**src/rtl/prime_seq_monitor_if.sv**
```systemverilog
// Bundles the prime_seq pulse input and all monitor status outputs.
// master drives the pulse train; slave is the monitor.
interface prime_seq_monitor_if;
   logic        prime_seq;
   logic        seq_done;
   logic        seq_ok;
   logic [7:0]  seq_pulse_cnt;
   logic [7:0]  seq_expected;
   logic        len_err;
   logic [31:0] seq_total;
   logic [15:0] err_total;

   modport master (
      output prime_seq,
      input  seq_done, seq_ok, seq_pulse_cnt, seq_expected, len_err, seq_total, err_total
   );

   modport slave (
      input  prime_seq,
      output seq_done, seq_ok, seq_pulse_cnt, seq_expected, len_err, seq_total, err_total
   );
endinterface

```
**src/rtl/prime_seq_monitor.sv**
```systemverilog
// Measures prime_seq pulse widths, groups pulses into bursts and checks burst sizes against a prime table.
// Optional PRIME_SEQ_MON_SYNC_EN inserts a 2-flop input synchronizer (+2 cycles on all latencies).
module prime_seq_monitor #(
   parameter logic [31:0] PULSE_LEN_COUNT = 32'h007F_27C2,
   parameter logic [31:0] LEN_TOL         = 32'h0000_1000,
   parameter logic [31:0] SEQ_GAP_MIN     = 32'h017D_7746,
   parameter int unsigned NUM_PRIMES      = 11
) (
   input  logic                clk,
   input  logic                rst,
   prime_seq_monitor_if.slave  bus
);

   localparam logic [1:0] ST_ARM  = 2'd0;
   localparam logic [1:0] ST_GAP  = 2'd1;
   localparam logic [1:0] ST_HIGH = 2'd2;

   localparam logic [32:0] LEN_LO   = (LEN_TOL > PULSE_LEN_COUNT) ? 33'd0
                                      : ({1'b0, PULSE_LEN_COUNT} - {1'b0, LEN_TOL});
   localparam logic [32:0] LEN_HI   = {1'b0, PULSE_LEN_COUNT} + {1'b0, LEN_TOL};
   localparam logic [3:0]  IDX_LAST = 4'(NUM_PRIMES - 1);

   function automatic logic [7:0] prime_at(input logic [3:0] i);
      case (i)
         4'd0:    prime_at = 8'd2;
         4'd1:    prime_at = 8'd3;
         4'd2:    prime_at = 8'd5;
         4'd3:    prime_at = 8'd7;
         4'd4:    prime_at = 8'd11;
         4'd5:    prime_at = 8'd13;
         4'd6:    prime_at = 8'd17;
         4'd7:    prime_at = 8'd19;
         4'd8:    prime_at = 8'd23;
         4'd9:    prime_at = 8'd29;
         4'd10:   prime_at = 8'd31;
         default: prime_at = 8'd2;
      endcase
   endfunction

   logic prime_s;

`ifdef PRIME_SEQ_MON_SYNC_EN
   logic sync1_q, sync1_d, sync2_q, sync2_d;

   always_comb begin
      sync1_d = bus.prime_seq;
      sync2_d = sync1_q;
   end

   always_ff @(posedge clk) begin
      if (rst) begin
         sync1_q <= 1'b0;
         sync2_q <= 1'b0;
      end else begin
         sync1_q <= sync1_d;
         sync2_q <= sync2_d;
      end
   end

   assign prime_s = sync2_q;
`else
   assign prime_s = bus.prime_seq;
`endif

   logic [1:0]  state_q, state_d;
   logic [31:0] gap_cnt_q, gap_cnt_d;
   logic [31:0] width_cnt_q, width_cnt_d;
   logic [7:0]  pulse_cnt_q, pulse_cnt_d;
   logic        grp_len_bad_q, grp_len_bad_d;
   logic [3:0]  idx_q, idx_d;
   logic        seq_done_q, seq_done_d;
   logic        seq_ok_q, seq_ok_d;
   logic [7:0]  seq_pulse_cnt_q, seq_pulse_cnt_d;
   logic [7:0]  seq_expected_q, seq_expected_d;
   logic        len_err_q, len_err_d;
   logic [31:0] seq_total_q, seq_total_d;
   logic [15:0] err_total_q, err_total_d;

   logic       close;
   logic       match;
   logic       width_ok;
   logic [7:0] exp_prime;

   always_comb begin
      state_d         = state_q;
      gap_cnt_d       = gap_cnt_q;
      width_cnt_d     = width_cnt_q;
      pulse_cnt_d     = pulse_cnt_q;
      grp_len_bad_d   = grp_len_bad_q;
      idx_d           = idx_q;
      seq_done_d      = 1'b0;
      seq_ok_d        = seq_ok_q;
      seq_pulse_cnt_d = seq_pulse_cnt_q;
      seq_expected_d  = seq_expected_q;
      len_err_d       = 1'b0;
      seq_total_d     = seq_total_q;
      err_total_d     = err_total_q;

      exp_prime = prime_at(idx_q);
      match     = (pulse_cnt_q == exp_prime);
      width_ok  = ({1'b0, width_cnt_q} >= LEN_LO) && ({1'b0, width_cnt_q} <= LEN_HI);
      // A rise one cycle before the gap saturates leaves gap_cnt short, so it joins the group.
      close     = (state_q == ST_GAP) && (gap_cnt_q == SEQ_GAP_MIN) && (pulse_cnt_q != 8'd0);

      case (state_q)
         ST_ARM: begin
            if (!prime_s) begin
               state_d   = ST_GAP;
               gap_cnt_d = 32'd1;
            end
         end
         ST_GAP: begin
            if (close) begin
               seq_done_d      = 1'b1;
               seq_ok_d        = match && !grp_len_bad_q;
               seq_pulse_cnt_d = pulse_cnt_q;
               seq_expected_d  = exp_prime;
               seq_total_d     = seq_total_q + 32'd1;
               if (!(match && !grp_len_bad_q) && (err_total_q != '1))
                  err_total_d = err_total_q + 16'd1;
               pulse_cnt_d     = 8'd0;
               grp_len_bad_d   = 1'b0;
               if (!match && (pulse_cnt_q == 8'd2))
                  idx_d = 4'd1;
               else
                  idx_d = (idx_q == IDX_LAST) ? 4'd0 : idx_q + 4'd1;
            end
            if (prime_s) begin
               state_d     = ST_HIGH;
               width_cnt_d = 32'd1;
               if (close)
                  pulse_cnt_d = 8'd1;
               else if (pulse_cnt_q != '1)
                  pulse_cnt_d = pulse_cnt_q + 8'd1;
            end else if (gap_cnt_q != SEQ_GAP_MIN) begin
               gap_cnt_d = gap_cnt_q + 32'd1;
            end
         end
         ST_HIGH: begin
            if (prime_s) begin
               if (width_cnt_q != '1)
                  width_cnt_d = width_cnt_q + 32'd1;
            end else begin
               state_d   = ST_GAP;
               gap_cnt_d = 32'd1;
               if (!width_ok) begin
                  len_err_d     = 1'b1;
                  grp_len_bad_d = 1'b1;
               end
            end
         end
         default: state_d = ST_ARM;
      endcase
   end

   always_ff @(posedge clk) begin
      if (rst) begin
         state_q         <= ST_ARM;
         gap_cnt_q       <= '0;
         width_cnt_q     <= '0;
         pulse_cnt_q     <= '0;
         grp_len_bad_q   <= 1'b0;
         idx_q           <= '0;
         seq_done_q      <= 1'b0;
         seq_ok_q        <= 1'b0;
         seq_pulse_cnt_q <= '0;
         seq_expected_q  <= '0;
         len_err_q       <= 1'b0;
         seq_total_q     <= '0;
         err_total_q     <= '0;
      end else begin
         state_q         <= state_d;
         gap_cnt_q       <= gap_cnt_d;
         width_cnt_q     <= width_cnt_d;
         pulse_cnt_q     <= pulse_cnt_d;
         grp_len_bad_q   <= grp_len_bad_d;
         idx_q           <= idx_d;
         seq_done_q      <= seq_done_d;
         seq_ok_q        <= seq_ok_d;
         seq_pulse_cnt_q <= seq_pulse_cnt_d;
         seq_expected_q  <= seq_expected_d;
         len_err_q       <= len_err_d;
         seq_total_q     <= seq_total_d;
         err_total_q     <= err_total_d;
      end
   end

   assign bus.seq_done      = seq_done_q;
   assign bus.seq_ok        = seq_ok_q;
   assign bus.seq_pulse_cnt = seq_pulse_cnt_q;
   assign bus.seq_expected  = seq_expected_q;
   assign bus.len_err       = len_err_q;
   assign bus.seq_total     = seq_total_q;
   assign bus.err_total     = err_total_q;

endmodule

```
**src/flat_wrapper.sv**
```systemverilog
// flat-port wrapper written by rule: the top's interface ports become plain ports
module prime_seq_monitor_flat 
#(
   parameter logic [31:0] PULSE_LEN_COUNT = 32'h007F_27C2,
   parameter logic [31:0] LEN_TOL         = 32'h0000_1000,
   parameter logic [31:0] SEQ_GAP_MIN     = 32'h017D_7746,
   parameter int unsigned NUM_PRIMES      = 11
)
  (clk, rst, bus_prime_seq, bus_seq_done, bus_seq_ok, bus_seq_pulse_cnt, bus_seq_expected, bus_len_err, bus_seq_total, bus_err_total);
  prime_seq_monitor_if bus_i ();
  input  logic clk;
  input  logic rst;
  input wire logic [$bits(bus_i.prime_seq)-1:0] bus_prime_seq;
  output wire logic [$bits(bus_i.seq_done)-1:0] bus_seq_done;
  output wire logic [$bits(bus_i.seq_ok)-1:0] bus_seq_ok;
  output wire logic [$bits(bus_i.seq_pulse_cnt)-1:0] bus_seq_pulse_cnt;
  output wire logic [$bits(bus_i.seq_expected)-1:0] bus_seq_expected;
  output wire logic [$bits(bus_i.len_err)-1:0] bus_len_err;
  output wire logic [$bits(bus_i.seq_total)-1:0] bus_seq_total;
  output wire logic [$bits(bus_i.err_total)-1:0] bus_err_total;
  assign bus_i.prime_seq = bus_prime_seq;
  assign bus_seq_done = bus_i.seq_done;
  assign bus_seq_ok = bus_i.seq_ok;
  assign bus_seq_pulse_cnt = bus_i.seq_pulse_cnt;
  assign bus_seq_expected = bus_i.seq_expected;
  assign bus_len_err = bus_i.len_err;
  assign bus_seq_total = bus_i.seq_total;
  assign bus_err_total = bus_i.err_total;
  prime_seq_monitor #(.PULSE_LEN_COUNT(PULSE_LEN_COUNT), .LEN_TOL(LEN_TOL), .SEQ_GAP_MIN(SEQ_GAP_MIN), .NUM_PRIMES(NUM_PRIMES)) u_core (.clk(clk), .rst(rst), .bus(bus_i));
endmodule
```
**config.mk**
```make
export PLATFORM = sky130hd
export DESIGN_NAME = prime_seq_monitor_flat
export DESIGN_NICKNAME = d
export VERILOG_FILES = /design/src/rtl/prime_seq_monitor_if.sv /design/src/rtl/prime_seq_monitor.sv /design/src/flat_wrapper.sv
export SDC_FILE = /design/constraint.sdc
export NUM_CORES = 1
export LEC_CHECK = 0
export ABC_CLOCK_PERIOD_IN_PS = 7510
export CAP_MARGIN = 20
export CELL_PAD_IN_SITES_DETAIL_PLACEMENT = 0
export CELL_PAD_IN_SITES_GLOBAL_PLACEMENT = 1
export CORE_ASPECT_RATIO = 0.8
export CORE_MARGIN = 1
export CORE_UTILIZATION = 45
export CTS_CLUSTER_DIAMETER = 150
export DETAILED_ROUTE_END_ITERATION = 12
export PLACE_DENSITY_LB_ADDON = 0.12
export SYNTH_ARGS = -nofsm -noshare
export SYNTH_HDL_FRONTEND = slang
export SYNTH_SLANG_ARGS = --single-unit
```
**constraint.sdc**
```tcl
create_clock -name clk -period 7.51 [get_ports clk]
set_clock_uncertainty 0.15 [all_clocks]
set_input_delay 1.502 -clock clk [delete_from_list [all_inputs] [get_ports clk]]
set_output_delay 1.502 -clock clk [all_outputs]
set_load 0.005 [all_outputs]
```
# Word level (Yosys, flattened, before mapping)
# Memories as Yosys holds them, arrays and structs flattened. A register that Yosys moved wholly into a read port is not among the register bits.
# Cells that the tools add are included.
[op_classes]
addsub = 6
magnitude_cmp = 2
eq_ne = 19
n_mux = 25
bitwise_logic = 2
n_reduce_logical = 22
[op_table]
columns = ["cell", "n"]
rows = [
  ["$mux W32", 6],
  ["$pmux W32 S2", 2],
  ["$add A32 B1 Y32 const B", 3],
  ["$eq A32 B25 Y1 const B", 1],
  ["$ge A32 B23 Y1 const B", 1],
  ["$le A32 B23 Y1 const B", 1],
  ["$mux W8", 4],
  ["$ne A32 B25 Y1 const B", 1],
  ["$ne A32 B32 Y1 const B", 1],
  ["$add A16 B1 Y16 const B", 1],
  ["$mux W4", 4],
  ["$ne A16 B16 Y1 const B", 1],
  ["$ne A2 B2 Y1 const B", 7],
  ["$reduce_and A4 Y1", 3],
  ["$add A8 B1 Y8 const B", 1],
  ["$eq A8 B2 Y1 const B", 1],
  ["$eq A8 B8 Y1", 1],
  ["$ne A8 B8 Y1 const B", 1],
  ["$reduce_bool A8 Y1", 1],
  ["$logic_and A1 B1 Y1", 6],
  ["$mux W1", 5],
  ["$add A4 B1 Y4 const B", 1],
  ["$eq A4 B4 Y1 const B", 1],
  ["$mux W2", 2],
  ["13 further kinds", 20],
]
[totals]
reg_bits = 146
romBits = 80
in_bits = 3
out_inout_bits = 67
word_cells = 90
n_memories = 1
[mem_list]
columns = ["memory", "depth", "word_bits", "rd", "rd_clocked_by_memory_dff", "write_ports", "line_no", "source"]
rows = [
  ["(name not given)", 16, 5, 1, 1, 0, "prime_seq_monitor.sv:24", "case (i)"],
]

# Depth between registers and ports, before layout
[logic_depth]
ltp_word = 7
depth_mapped = 13
mapped_depth_nobuf = 12

# Worst setup path before layout
# Ideal clock, no wire load.
[synth_timing]
path_type = "in2reg"
from = "input port rst"
to = "register u_core.exp_prime[3] (netlist name)"
setup_time_ns = 0.074
arrival_ns = 3.094
required_ns = 7.286
slack_ns = 4.191
stages = 7
n_path_buf = 2
cell_sequence = "clkbuf_1 > clkbuf_1 > a211oi_1 > inv_1 > ha_1 > or4_1 > o21ai_0"
[synth_via]
elab_chain_len = 1
[synth_rtl]
columns = ["element", "line_no", "source"]
rows = [
  ["start: declaration", "flat_wrapper.sv:12", "input logic rst;"],
  ["$mux W4 (no line)", "-", ""],
]
# No other way between the ends.
# A chain may end at the register's enable or synchronous reset.

# Final worst setup path
[layout_timing]
from = "input port bus_prime_seq"
to = "register u_core.gap_cnt_q[25]"
[layout_via]
elab_chain_len = 2
elab_cells_between_ends = 3
cone_classes = "eq/ne: 2; reduce/logical: 1"
[layout_rtl]
columns = ["element", "line_no", "source"]
rows = [
  ["start: declaration", "flat_wrapper.sv:13", "input wire logic [$bits(bus_i.prime_seq)-1:0] bus_prime_seq;"],
  ["$ne A2 B2 Y1 (no line)", "-", ""],
  ["$reduce_and A4 Y1 (no line) *", "-", ""],
  ["end signal: assignment", "prime_seq_monitor.sv:173", "gap_cnt_q <= gap_cnt_d;"],
  ["end: declaration", "prime_seq_monitor.sv:66", "logic [31:0] gap_cnt_q, gap_cnt_d;"],
]
# Every way passes the cells marked *; elsewhere a longest branch is shown, timed or not.

==> results.sh <==
export IMPL_status="complete, no violations"
export IMPL_timing_max_cap_violations=0
export IMPL_worst_pin_slew_ns=0.908
export IMPL_place_congestion=0.845
export IMPL_static_leakage_power_nw=2.67
export IMPL_cts_repair_resize_count=0
export IMPL_num_vias=5999
export IMPL_via_to_cell_ratio=5.28
export IMPL_grt_overflow_total=0
export IMPL_cts_tree="yes"
export IMPL_wl_per_cell_um=13.6
export IMPL_synth_ff_latch_count=148
export IMPL_multiInputGateArea_um2=3810
export IMPL_max_freq_mhz=278
export IMPL_report_final_slew_viol_count=0
export IMPL_path_class="input port to flip-flop"
export IMPL_cts_sinks=148
export IMPL_dp_cells=1105
export IMPL_async_flop_share=0
export IMPL_route_antenna_remaining_nets=0
export IMPL_cts_max_path_buffers=2
export IMPL_remaining_max_slew_budget_at_the_tightest_pin=0.395
export IMPL_grt_pass1_vias=5521
export IMPL_cp_data_arrival_time_ns=3.75
export IMPL_r2r_start="u_core.gap_cnt_q[0]"
export IMPL_detail_route_first_pass_iterations=5
export IMPL_routed_wirelength_mm=15.5
export IMPL_antennaDiodeCount=0
export IMPL_root_buffer="sky130_fd_sc_hd__clkbuf_16"
export IMPL_total_global_routing_track_utilization=0.201
export IMPL_grt_setup_unrepaired="false"
export IMPL_post_cts_setup_repair_buffer_count=0
export IMPL_fin_crit_sh=0.479
export IMPL_period_minus_slack_ns=3.60
export IMPL_clock_latency_ns=0.42
export IMPL_number_of_buffers_added_by_the_clock_tree_synthesis_step=17
export IMPL_synthesis_area_um2=7120
export IMPL_cts_htree_levels=4
export IMPL_power_per_cell_area_nw_per_um2=191
export IMPL_worstRegToRegCells=12
export IMPL_place_detailed_hpwl_mm=10.6
export IMPL_setup_slack_of_the_worst_register_to_register_path_ns=3.95
export IMPL_die_area_um2=16300
export IMPL_report_final_hold_viol_count=0
export IMPL_grt_first_pass_wirelength_mm=26.4
export IMPL_final_layout_size_suffix_gt1_frac=0.0626
export IMPL_num_io_pins=70
export IMPL_synth_cells=866
export IMPL_final_cells=1137
export IMPL_std_cell_rows=40
export IMPL_setup_viol=0
export IMPL_fillers=1432
export IMPL_seqCellArea_um2=2960
export IMPL_grt_antenna_before_repair=0
export IMPL_critPathLaunch="bus_prime_seq"
export IMPL_clk_pin_slew_ns=0.06
export IMPL_floorplan_die_width_um=143
export IMPL_die_height_um=114
export IMPL_setup_tns_ns=0
export IMPL_hold_fix_buffers_at_cts=0
export IMPL_worst_setup_path_end_kind="flip-flop"
export IMPL_crit_end="u_core.gap_cnt_q[25]"
export IMPL_synth_edf_count=0
export IMPL_synth_ff_type="sky130_fd_sc_hd__dfxtp_1"
export IMPL_startpoint_type="input port"
export IMPL_post_synth_num_cell_types=65
export IMPL_synth_sequential_area_ratio=0.416
export IMPL_remaining_drc_errors=0
export IMPL_irDropWorstVdd_mv=0.126
export IMPL_postSynthAreaPerCell_um2=8.22
export IMPL_final_nets=933
export IMPL_place_port_buffers=66
export IMPL_worstReg2RegEnd="u_core.exp_prime[3]"
export IMPL_cp_data_required_time_ns=7.66
export IMPL_place_area_um2=7870
export IMPL_yosys_warnings=0
export IMPL_area_delta_synth_final_pct=18.6
export IMPL_start_util=0.468
export IMPL_detailedRoute_firstIterationViolations=371
export IMPL_hold_class="flip-flop to flip-flop"
export IMPL_cp_max_fo=17
export IMPL_grt_max_degree=90
export IMPL_design_core_area_um2=15200
export IMPL_final_instance_area_um2=8440
-- stage by stage --
step                      total power, mW   util  hold slack, ns  setup slack (ns)
after floorplan                     0.830      -           0.287              4.19
after global placement              0.836  0.517           0.292              3.55
after detailed placement            0.836  0.517           0.296              3.52
after CTS                            1.63  0.553           0.304              3.57
after global routing                 1.67  0.555           0.326              3.50
final                                1.61  0.555           0.303              3.91
-- worst max-delay path, cell delays in order --
cell and delay (ns):
sky130_fd_sc_hd__clkdlybuf4s50_1 0.50, sky130_fd_sc_hd__a21oi_1 0.28, sky130_fd_sc_hd__nand4_1 0.66, sky130_fd_sc_hd__nor4_1 0.58, sky130_fd_sc_hd__xnor2_1 0.18, sky130_fd_sc_hd__nor2_1 0.05
-- routing by layer --
metal	vias up	share of wire	global-route usage
met1	2825	0.49	0.269
li1	3059	-	-
met4	0	0.0089	0.0616
met5	-	0	0
met3	12	0.035	0.0468
met2	103	0.46	0.321
-- area by class of cell --
cell class	count	share of cell area
Tap cell	210	0.0311
Inverter	39	0.0173
Clock inverter	4	0.00563
Timing Repair Buffer	71	0.0839
Clock buffer	26	0.0591
Multi-Input combinational cell	639	0.452
Sequential cell	148	0.351
-- report_power, final --
part / total (mW) / internal (mW) / switching, mW
logic: 0.0298 / 0.00780 / 0.0220
registers: 0.790 / 0.788 / 0.00273
clock network: 0.792 / 0.486 / 0.306
-- cells in the mapped netlist, drive strengths merged, types with 26 or more instances --
library cell | instances | share of area
nand3 | 38 | 0.027
xnor2 | 72 | 0.089
nand2 | 79 | 0.042
inv | 39 | 0.021
o21ai | 26 | 0.018
a21oi | 50 | 0.036
dfxtp | 148 | 0.42
nor3 | 38 | 0.027
nor4 | 34 | 0.035
or3 | 30 | 0.026
nor2 | 125 | 0.066
-- placed cells by master, fill, tap and decap left out, types with 3 or more instances in the layout --
cell and count:
sky130_fd_sc_hd__clkbuf_1 5, sky130_fd_sc_hd__a21oi_1 49, sky130_fd_sc_hd__or4_1 4, sky130_fd_sc_hd__nand4_1 20, sky130_fd_sc_hd__a211oi_1 4, sky130_fd_sc_hd__ha_1 14
sky130_fd_sc_hd__and4_1 5, sky130_fd_sc_hd__nor3_1 37, sky130_fd_sc_hd__conb_1 3, sky130_fd_sc_hd__nor4b_1 4, sky130_fd_sc_hd__xnor2_1 72, sky130_fd_sc_hd__and2_1 4
sky130_fd_sc_hd__clkbuf_16 17, sky130_fd_sc_hd__nand4_2 3, sky130_fd_sc_hd__o31ai_1 4, sky130_fd_sc_hd__nor2b_1 4, sky130_fd_sc_hd__or3_1 30, sky130_fd_sc_hd__nand3_1 37
sky130_fd_sc_hd__o21ai_0 25, sky130_fd_sc_hd__and3_2 3, sky130_fd_sc_hd__nand2_1 79, sky130_fd_sc_hd__nand2b_1 8, sky130_fd_sc_hd__clkbuf_8 4, sky130_fd_sc_hd__clkdlybuf4s50_1 65
sky130_fd_sc_hd__buf_4 3, sky130_fd_sc_hd__and3_1 14, sky130_fd_sc_hd__o21a_1 3, sky130_fd_sc_hd__nor2_1 125, sky130_fd_sc_hd__inv_1 39, sky130_fd_sc_hd__xor2_1 21
sky130_fd_sc_hd__dfxtp_1 148, sky130_fd_sc_hd__nor4_1 30, sky130_fd_sc_hd__nor4_2 3
-- kinds of logic (layout without fill, tap and decap cells) --
logic type	count (synthesis)	after routing	share of synthesized area
AOI/OAI and AO/OA	96	96	0.0767
xor gates and xnor gates	93	93	0.114
adders and majority gates	14	14	0.0246
buffers and inverters	81	140	0.0492
DFF	148	148	0.416
muxes	4	4	0.00598
other	1	3	0.000527
and+or+nand+nor	429	429	0.312
-- worst min-delay path by stage --
stage,startpoint,to,slack (ns),depth (start not counted)
after floorplan,u_core.grp_len_bad_q,u_core.grp_len_bad_q,0.29,2
after global placement,u_core.bus.seq_pulse_cnt[5],u_core.bus.seq_pulse_cnt[5],0.29,2
after detailed placement,u_core.bus.seq_expected[3],u_core.bus.seq_expected[3],0.30,2
after CTS,u_core.bus.seq_expected[3],u_core.bus.seq_expected[3],0.30,2
after global routing,u_core.bus.seq_pulse_cnt[1],u_core.bus.seq_pulse_cnt[1],0.33,2
final,u_core.bus.seq_pulse_cnt[3],u_core.bus.seq_pulse_cnt[3],0.30,2
-- registers in the layout, indices dropped and copies added (netlist names), 5 cells and up --
| signal | count |
|---|---|
| u_core.bus.err_total | 16 |
| u_core.gap_cnt_q | 32 |
| u_core.exp_prime | 5 |
| u_core.bus.seq_expected | 5 |
| u_core.pulse_cnt_q | 8 |
| u_core.bus.seq_total | 32 |
| u_core.bus.seq_pulse_cnt | 8 |
| u_core.width_cnt_q | 32 |
(Power assumes the default switching activity.)
